`src/rtl/uart_reg_ctrl.sv`:
```
// uart_reg_ctrl: turns framed UART command bytes into single register-bus transactions with a status reply.
// Define UART_REG_CTRL_CKSUM_EN to require a trailing modulo-256 checksum byte on every frame.
module uart_reg_ctrl #(
    parameter int GAP_TICKS   = 480,
    parameter int ACK_TIMEOUT = 255
) (
    input  logic       clk_i,
    input  logic       rst_n_i,
    input  logic       x16clk_i,
    input  logic       rx_wr_i,
    input  logic [7:0] rx_data_i,
    output logic       reg_we_o,
    output logic       reg_re_o,
    output logic [7:0] reg_addr_o,
    output logic [7:0] reg_wdata_o,
    input  logic [7:0] reg_rdata_i,
    input  logic       reg_ack_i,
    output logic       tx_valid_o,
    output logic [7:0] tx_data_o,
    input  logic       tx_ready_i,
    output logic       busy_o,
    output logic       rx_drop_o
);
    typedef enum logic [2:0] {IDLE, ADDR, DATA, CSUM, BUS, WAIT_ACK, REPLY0, REPLY1} state_e;
    localparam logic [7:0] CMD_W = 8'h57, CMD_R = 8'h52, ACK = 8'h06, NAK = 8'h15;
`ifdef UART_REG_CTRL_CKSUM_EN
    localparam state_e LAST = CSUM;
`else
    localparam state_e LAST = BUS;
`endif
    state_e      state_q, state_d;
    logic        wr_q, wr_d, two_q, two_d, drop_q, drop_d;
    logic [7:0]  addr_q, addr_d, wdata_q, wdata_d, rdata_q, rdata_d, tx_q, tx_d, ack_q, ack_d;
    logic [11:0] gap_q, gap_d;
    logic        collect, gap_fire;
    assign collect  = state_q inside {ADDR, DATA, CSUM};
    assign gap_fire = collect && gap_q == 12'(GAP_TICKS);
    assign gap_d    = (!collect || rx_wr_i) ? '0 : gap_q + 12'(x16clk_i);
    assign ack_d    = state_q == WAIT_ACK ? ack_q + 8'd1 : '0;
    // A byte is lost whenever it arrives outside frame collection, or collides with the gap timeout.
    assign drop_d   = rx_wr_i && (gap_fire || !(state_q inside {IDLE, ADDR, DATA, CSUM}));
`ifdef UART_REG_CTRL_CKSUM_EN
    logic [7:0] sum_q, sum_d;
    assign sum_d = !rx_wr_i ? sum_q : state_q == IDLE ? rx_data_i : sum_q + rx_data_i;
    always_ff @(posedge clk_i)
        sum_q <= !rst_n_i ? '0 : sum_d;
`endif
    always_comb begin
        state_d = state_q;
        wr_d    = wr_q;
        two_d   = two_q;
        addr_d  = addr_q;
        wdata_d = wdata_q;
        rdata_d = rdata_q;
        tx_d    = tx_q;
        case (state_q)
            IDLE: if (rx_wr_i) begin
                if (rx_data_i == CMD_W || rx_data_i == CMD_R) begin
                    wr_d    = rx_data_i == CMD_W;
                    state_d = ADDR;
                end else begin
                    tx_d    = NAK;
                    two_d   = 1'b0;
                    state_d = REPLY0;
                end
            end
            ADDR: if (gap_fire) state_d = IDLE;
            else if (rx_wr_i) begin
                addr_d  = rx_data_i;
                state_d = wr_q ? DATA : LAST;
            end
            DATA: if (gap_fire) state_d = IDLE;
            else if (rx_wr_i) begin
                wdata_d = rx_data_i;
                state_d = LAST;
            end
`ifdef UART_REG_CTRL_CKSUM_EN
            CSUM: if (gap_fire) state_d = IDLE;
            else if (rx_wr_i) begin
                tx_d    = NAK;
                two_d   = 1'b0;
                state_d = rx_data_i == sum_q ? BUS : REPLY0;
            end
`endif
            BUS: state_d = WAIT_ACK;
            WAIT_ACK: if (reg_ack_i) begin
                tx_d    = ACK;
                two_d   = !wr_q;
                rdata_d = reg_rdata_i;
                state_d = REPLY0;
            end else if (ack_q == 8'(ACK_TIMEOUT - 1)) begin
                tx_d    = NAK;
                two_d   = 1'b0;
                state_d = REPLY0;
            end
            REPLY0: if (tx_ready_i) begin
                tx_d    = two_q ? rdata_q : tx_q;
                state_d = two_q ? REPLY1 : IDLE;
            end
            REPLY1: if (tx_ready_i) state_d = IDLE;
            default: ;
        endcase
    end
    always_ff @(posedge clk_i) begin
        if (!rst_n_i) begin
            state_q <= IDLE;
            wr_q    <= 1'b0;
            two_q   <= 1'b0;
            drop_q  <= 1'b0;
            addr_q  <= '0;
            wdata_q <= '0;
            rdata_q <= '0;
            tx_q    <= '0;
            ack_q   <= '0;
            gap_q   <= '0;
        end else begin
            state_q <= state_d;
            wr_q    <= wr_d;
            two_q   <= two_d;
            drop_q  <= drop_d;
            addr_q  <= addr_d;
            wdata_q <= wdata_d;
            rdata_q <= rdata_d;
            tx_q    <= tx_d;
            ack_q   <= ack_d;
            gap_q   <= gap_d;
        end
    end
    assign reg_we_o    = state_q == BUS && wr_q;
    assign reg_re_o    = state_q == BUS && !wr_q;
    assign reg_addr_o  = addr_q;
    assign reg_wdata_o = wdata_q;
    assign tx_valid_o  = state_q inside {REPLY0, REPLY1};
    assign tx_data_o   = tx_q;
    assign busy_o      = state_q != IDLE;
    assign rx_drop_o   = drop_q;
endmodule

```
`config.mk`:
```
export PLATFORM = sky130hd
export DESIGN_NAME = uart_reg_ctrl
export DESIGN_NICKNAME = d
export VERILOG_FILES = /design/src/rtl/uart_reg_ctrl.sv
export SDC_FILE = /design/constraint.sdc
export NUM_CORES = 1
export LEC_CHECK = 0
export CAP_MARGIN = 10
export CORE_MARGIN = 1.5
export CORE_UTILIZATION = 51
export DETAILED_ROUTE_END_ITERATION = 7
export PLACE_DENSITY = 0.84
export RECOVER_POWER = 25
export SLEW_MARGIN = 20
export SYNTH_ARGS = -nofsm -noshare
export SYNTH_HDL_FRONTEND = slang
export SYNTH_SLANG_ARGS = --single-unit
```
`constraint.sdc`:
```
create_clock -name clk_i -period 2.25 [get_ports clk_i]
set_input_delay 0.45 -clock clk_i [delete_from_list [all_inputs] [get_ports clk_i]]
set_output_delay 0.45 -clock clk_i [all_outputs]
set_load 0.01 [all_outputs]
```
Yosys cells after proc, flatten, opt, wreduce, memory -nomap -nowiden
Index checks and enable logic that the tools add are counted.
- bits in registers: 58
- input port bits: 22
- logic and storage cells: 85
- $add $sub $neg: 2
- eq/ne operators: 19
- mux-type cells: 25
- bitwise operators: 2
- reduce and logical (&&, ||, !) cells: 27
- operator list (cell ; number):
    two-way mux 8 bit ; 6
    two-way mux 3 bit ; 12
    case mux 8 bit (3 select lines) ; 1
    case mux 3 bit (7 select lines) ; 1
    equality test 8 x 7 -> 1 bit (second input constant) ; 2
    adder 12 x 1 -> 12 bit ; 1
    equality test 12 x 9 -> 1 bit (second input constant) ; 1
    equality test 3 bit (second input constant) ; 4
    inequality test 2 bit (second input constant) ; 5
    AND reduction 3 bit ; 3
    nonzero test 3 bit ; 3
    adder 8 x 1 -> 8 bit (second input constant) ; 1
    equality test 8 bit (second input constant) ; 1
    AND reduction 7 bit ; 1
    nonzero test 7 bit ; 1
    equality test 3 x 2 -> 1 bit (second input constant) ; 2
    inequality test 3 bit (second input constant) ; 2
    AND reduction 6 bit ; 1
    logical AND 1 bit ; 4
    two-way mux 1 bit ; 4
    AND reduction 2 bit ; 2
    AND reduction 4 bit ; 1
    nonzero test 2 bit ; 2
    nonzero test 4 bit ; 1
    other kinds (8) ; 13

Logic depth before layout (Yosys ltp)
- word-level depth: 5
- gate-level depth with buffers: 8
- depth with buffers taken out: 7

Worst setup path after synthesis
No wires, ideal clock.
- kind: input to register
- start: input port x16clk_i
- end: register gap_q[10]
- library setup time: 128 ps
- arrival: 1615 ps
- required time: 2122 ps
- path slack: 508 ps
- stages: 7
- path buffers: 0
- path through: ha_1 ha_1 and3_1 and3_1 and3_2 xnor2_1 nor2_1
- word-level cells in the longest chain between the ends: 1
- ends and longest elaborated chain (element ; RTL line ; source):
    from (decl) ; 9 ; input logic x16clk_i,
    adder 12 x 1 -> 12 bit ; 38 ; assign gap_d = (!collect || rx_wr_i) ? '0 : gap_q + 12'(x16clk_i);
    to (signal assigned) ; 126 ; gap_q <= gap_d;
    to (decl) ; 34 ; logic [11:0] gap_q, gap_d;
No other way between the ends.
A chain may end at the register's enable or synchronous reset.

Final worst setup path
- start: register state_q[2]
- end: output port busy_o
- word-level cells in the longest chain between the ends: 1
- ends and longest elaborated chain (element ; RTL line ; source):
    from (decl) ; 31 ; state_e state_q, state_d;
    from (signal assigned) ; 117 ; state_q <= state_d;
    nonzero test 3 bit ; 135 ; assign busy_o = state_q != IDLE;
    to (decl) ; 21 ; output logic busy_o,
No other way between the ends.

==> flow_summary_export.csv <==
group,metric,value,unit
outcome,status,"finished, final reports clean",
timing,finalCriticalPeriod,2170,ps
flow_run,max_cap_viol_count,0,
timing,maxSlewViolCount,0,
detailed_routing,route.vias.total,2266,
grt,grt_pass1_vias,2223,
finish,stdcell_area,0.00340,mm2
floorplanning,core_area,0.00504,mm2
detailed_routing,drcViolationCount,0,
synthesis,syn_inst,295,
critical_path,worstPathArrival,1720,ps
critical_path,cp-start-kind,"flip-flop",
synthesis,synth_xor_area_frac,0.0563,
synthesis,syn_avg_cell_area,8.97,um2
timing,fmax,0.462,GHz
synthesis,synth_top_area_cell,"dfxtp_1",
synthesis,synth-compound-area-share,0.137,
finish,nFillCells,407,
critical_path,r2r_cells,5,
critical_path,worst-setup-path-type,"reg -> out",
place,dp_hpwl,4220,um
min_path,hold_class,"reg -> reg",
place,dpl-instance-area,0.00320,mm2
synthesis,ys_warn_count,0,
clock_network,clk_latency,330,ps
min_path,hp-start,"rdata_q[3]$_SDFFE_PN0P_",
detailed_routing,wl_met3,447,um
synthesis,synthTopCellsByArea,"dfxtp_1, nor2_1, mux2i_1, a21oi_1, xnor2_1",
synthesis,ys_seq_elements,58,
floorplanning,initial_core_util,0.525,
clock_network,cts_setup_buffers,0,
detailed_routing,dr_wl_met2,2860,um
clock_network,cts_sinks,58,
finish,regArea,0.00116,mm2
floorplanning,die_w,75.0,um
clock_network,cts_root_buf,"clkbuf_8",
detailed_routing,highest_layer,"met4",
finish,multi_input_area,0.00135,mm2
floorplanning,dieHeight,75.0,um
timing,rsz0062_at_grt,"no",
finish,num-nets-final,377,
detailed_routing,met1Wirelength,2640,um
finish,n_antenna_cell,0,
critical_path,worstPathRequired,1800,ps
synthesis,synth_top_family_by_area,"simple AND/OR/NAND/NOR gates",
finish,syn_to_final_growth,28.4,%
clock_network,cts_buffers,9,
grt,grt_usage,0.236,
floorplanning,num_io_pins,51,
detailed_routing,drt_iter0_markers,145,
pwr,power.leakage,1.40,nW
timing,setup_violations,0,
grt,grt_pass1_wl,9980,um
synthesis,synth_most_common_cell,"dfxtp_1",
grt,antenna_found_initial,0,
pwr,pwr_density_cell,996,mW/mm2
finish,layout-drive-gt1-share,0.115,
timing,fin_crit_sh,0.963,
synthesis,synth-async-reset-ratio,0,
critical_path,cp-end-kind,"output pin",
timing,finClkSkew,5.76,ps
clock_network,cts_tree,"built",
timing,hold_violations,0,
floorplanning,rows,26,
synthesis,yosys.area_share.simple,0.237,
pwr,peakVddDrop,0.000592,V
detailed_routing,ant_nets,0,
synthesis,synth_nets,321,
pwr,power,0.00338,W
min_path,worstHoldPathCells,2,
timing,holdWs,457,ps
detailed_routing,dr.pass1.iters,6,
synthesis,synth_common_cells,"dfxtp_1, nor2_1, nand2_1",
synthesis,synth_mux_area_frac,0.0605,
synthesis,synth_fa_ha_area_frac,0.0189,
synthesis,ys.flop_type,"dfxtp_1",
grt,grt.overflow.total,0,
critical_path,reg2reg_to,"tx_data_o[1]$_SDFFE_PN0P_",
critical_path,r2r_setup_slack,380,ps
grt,grt_max_degree,34,
synthesis,synth.top_cell.area_share,0.439,
clock_network,h-tree-depth,3,
clock_network,clk_pin_slew_worst_paths,60,ps
clock_network,cts_hold_buf,0,
detailed_routing,wire_per_inst,14.1,um
synthesis,netlist_area,0.00265,mm2
critical_path,rr_startpoint,"state_q[0]$_SDFFE_PN0P_",
synthesis,ys_types,54,
clock_network,post_cts_resized,1,
min_path,hold_path_end,"rdata_q[3]$_SDFFE_PN0P_",
critical_path,cp_max_fo,22,
detailed_routing,wl,6020,um
place,place.gp.congestion,0.869,
clock_network,cts.path.max_buffers,2,
synthesis,ys_seq_area_frac,0.439,
timing,worst_slew_pin_slew,536,ps
synthesis,synth-edff-count,0,
detailed_routing,vias_per_cell,5.32,
timing,slew_headroom,0.642,
floorplanning,die-area,0.00563,mm2
place,port_buffers,50,
cell type report:
cell class	count	area share
Multi-Input combinational cell	213	0.397
Clock buffer	11	0.0416
Inverter	11	0.0122
Timing Repair Buffer	58	0.165
Tap cell	70	0.0258
Clock inverter	5	0.0158
Sequential cell	58	0.342
report_power, final:
group | total [W] | switching, W | internal (W)
Combinational | 0.00119 | 0.000644 | 0.000551
Sequential | 0.00125 | 0.000112 | 0.00113
Clock | 0.000940 | 0.000402 | 0.000538
Total | 0.00338 | 0.00116 | 0.00222
worst max-delay path, stage by stage (launching register included):
cell and delay (ps):
dfxtp_1 340, buf_4 240, nor3_2 80, inv_1 140, clkdlybuf4s50_1 580
kinds of logic after synthesis:
group / after synthesis
compound gates: 54
xor+xnor: 17
fa+ha+maj: 4
buf+inv: 24
flops: 58
mux: 16
simple gates: 122
flip-flops by register name, indices dropped and copies added, names as in the netlist:
name,flops
rx_drop_o,1
two_q,1
gap_q,12
reg_wdata_o,8
state_q,3
ack_q,8
rdata_q,8
reg_addr_o,8
wr_q,1
tx_data_o,8
per-layer routing:
metal  track usage  vias to the layer above
li1              -                     1151
met1         0.297                     1046
met2         0.377                       60
met3        0.0736                        9
met4         0.101                        0
met5             0                        -
how the worst max path moves through the flow:
stage                                 start              endpoint  slack (ps)
floorplan                          x16clk_i  gap_q[10]$_SDFF_PP0_         510
global placement                   x16clk_i  gap_q[10]$_SDFF_PP0_          50
detailed placement                 x16clk_i  gap_q[10]$_SDFF_PP0_         -50
CTS                 state_q[0]$_SDFFE_PN0P_              reg_we_o          40
global route        state_q[2]$_SDFFE_PN0P_                busy_o          10
finish              state_q[2]$_SDFFE_PN0P_                busy_o          80
through the flow:
| step | worst slack (ps) | utilization | TNS, ps | cells |
|---|---|---|---|---|
| floorplan | 508 | - | 0 | 295 |
| detailed placement | -51.8 | 0.634 | -51.8 | 410 |
| global placement | 46.5 | 0.634 | 0 | 410 |
| global route | 10.1 | 0.674 | 0 | 426 |
| CTS | 35.3 | 0.673 | 0 | 426 |
| finish | 83.6 | 0.674 | 0 | 426 |
cell usage in the layout, fill, tap and decap left out, types with 2 or more instances in the layout:
cell,instances
dfxtp_1,57
nor2_1,47
clkdlybuf4s50_1,36
nand2_1,25
a21oi_1,21
mux2i_1,16
dlygate4sd3_1,14
xnor2_1,11
o21ai_0,11
inv_1,10
clkbuf_8,10
nand3_1,8
buf_4,8
and3_1,7
nand4_1,7
xor2_1,6
nor2b_1,4
ha_1,4
nor4_1,3
o2111ai_1,3
a311oi_1,3
clkinv_2,3
and3_2,2
nand4_2,2
a31oi_1,2
nor3_1,2
Power figures use the tool's default switching activity.
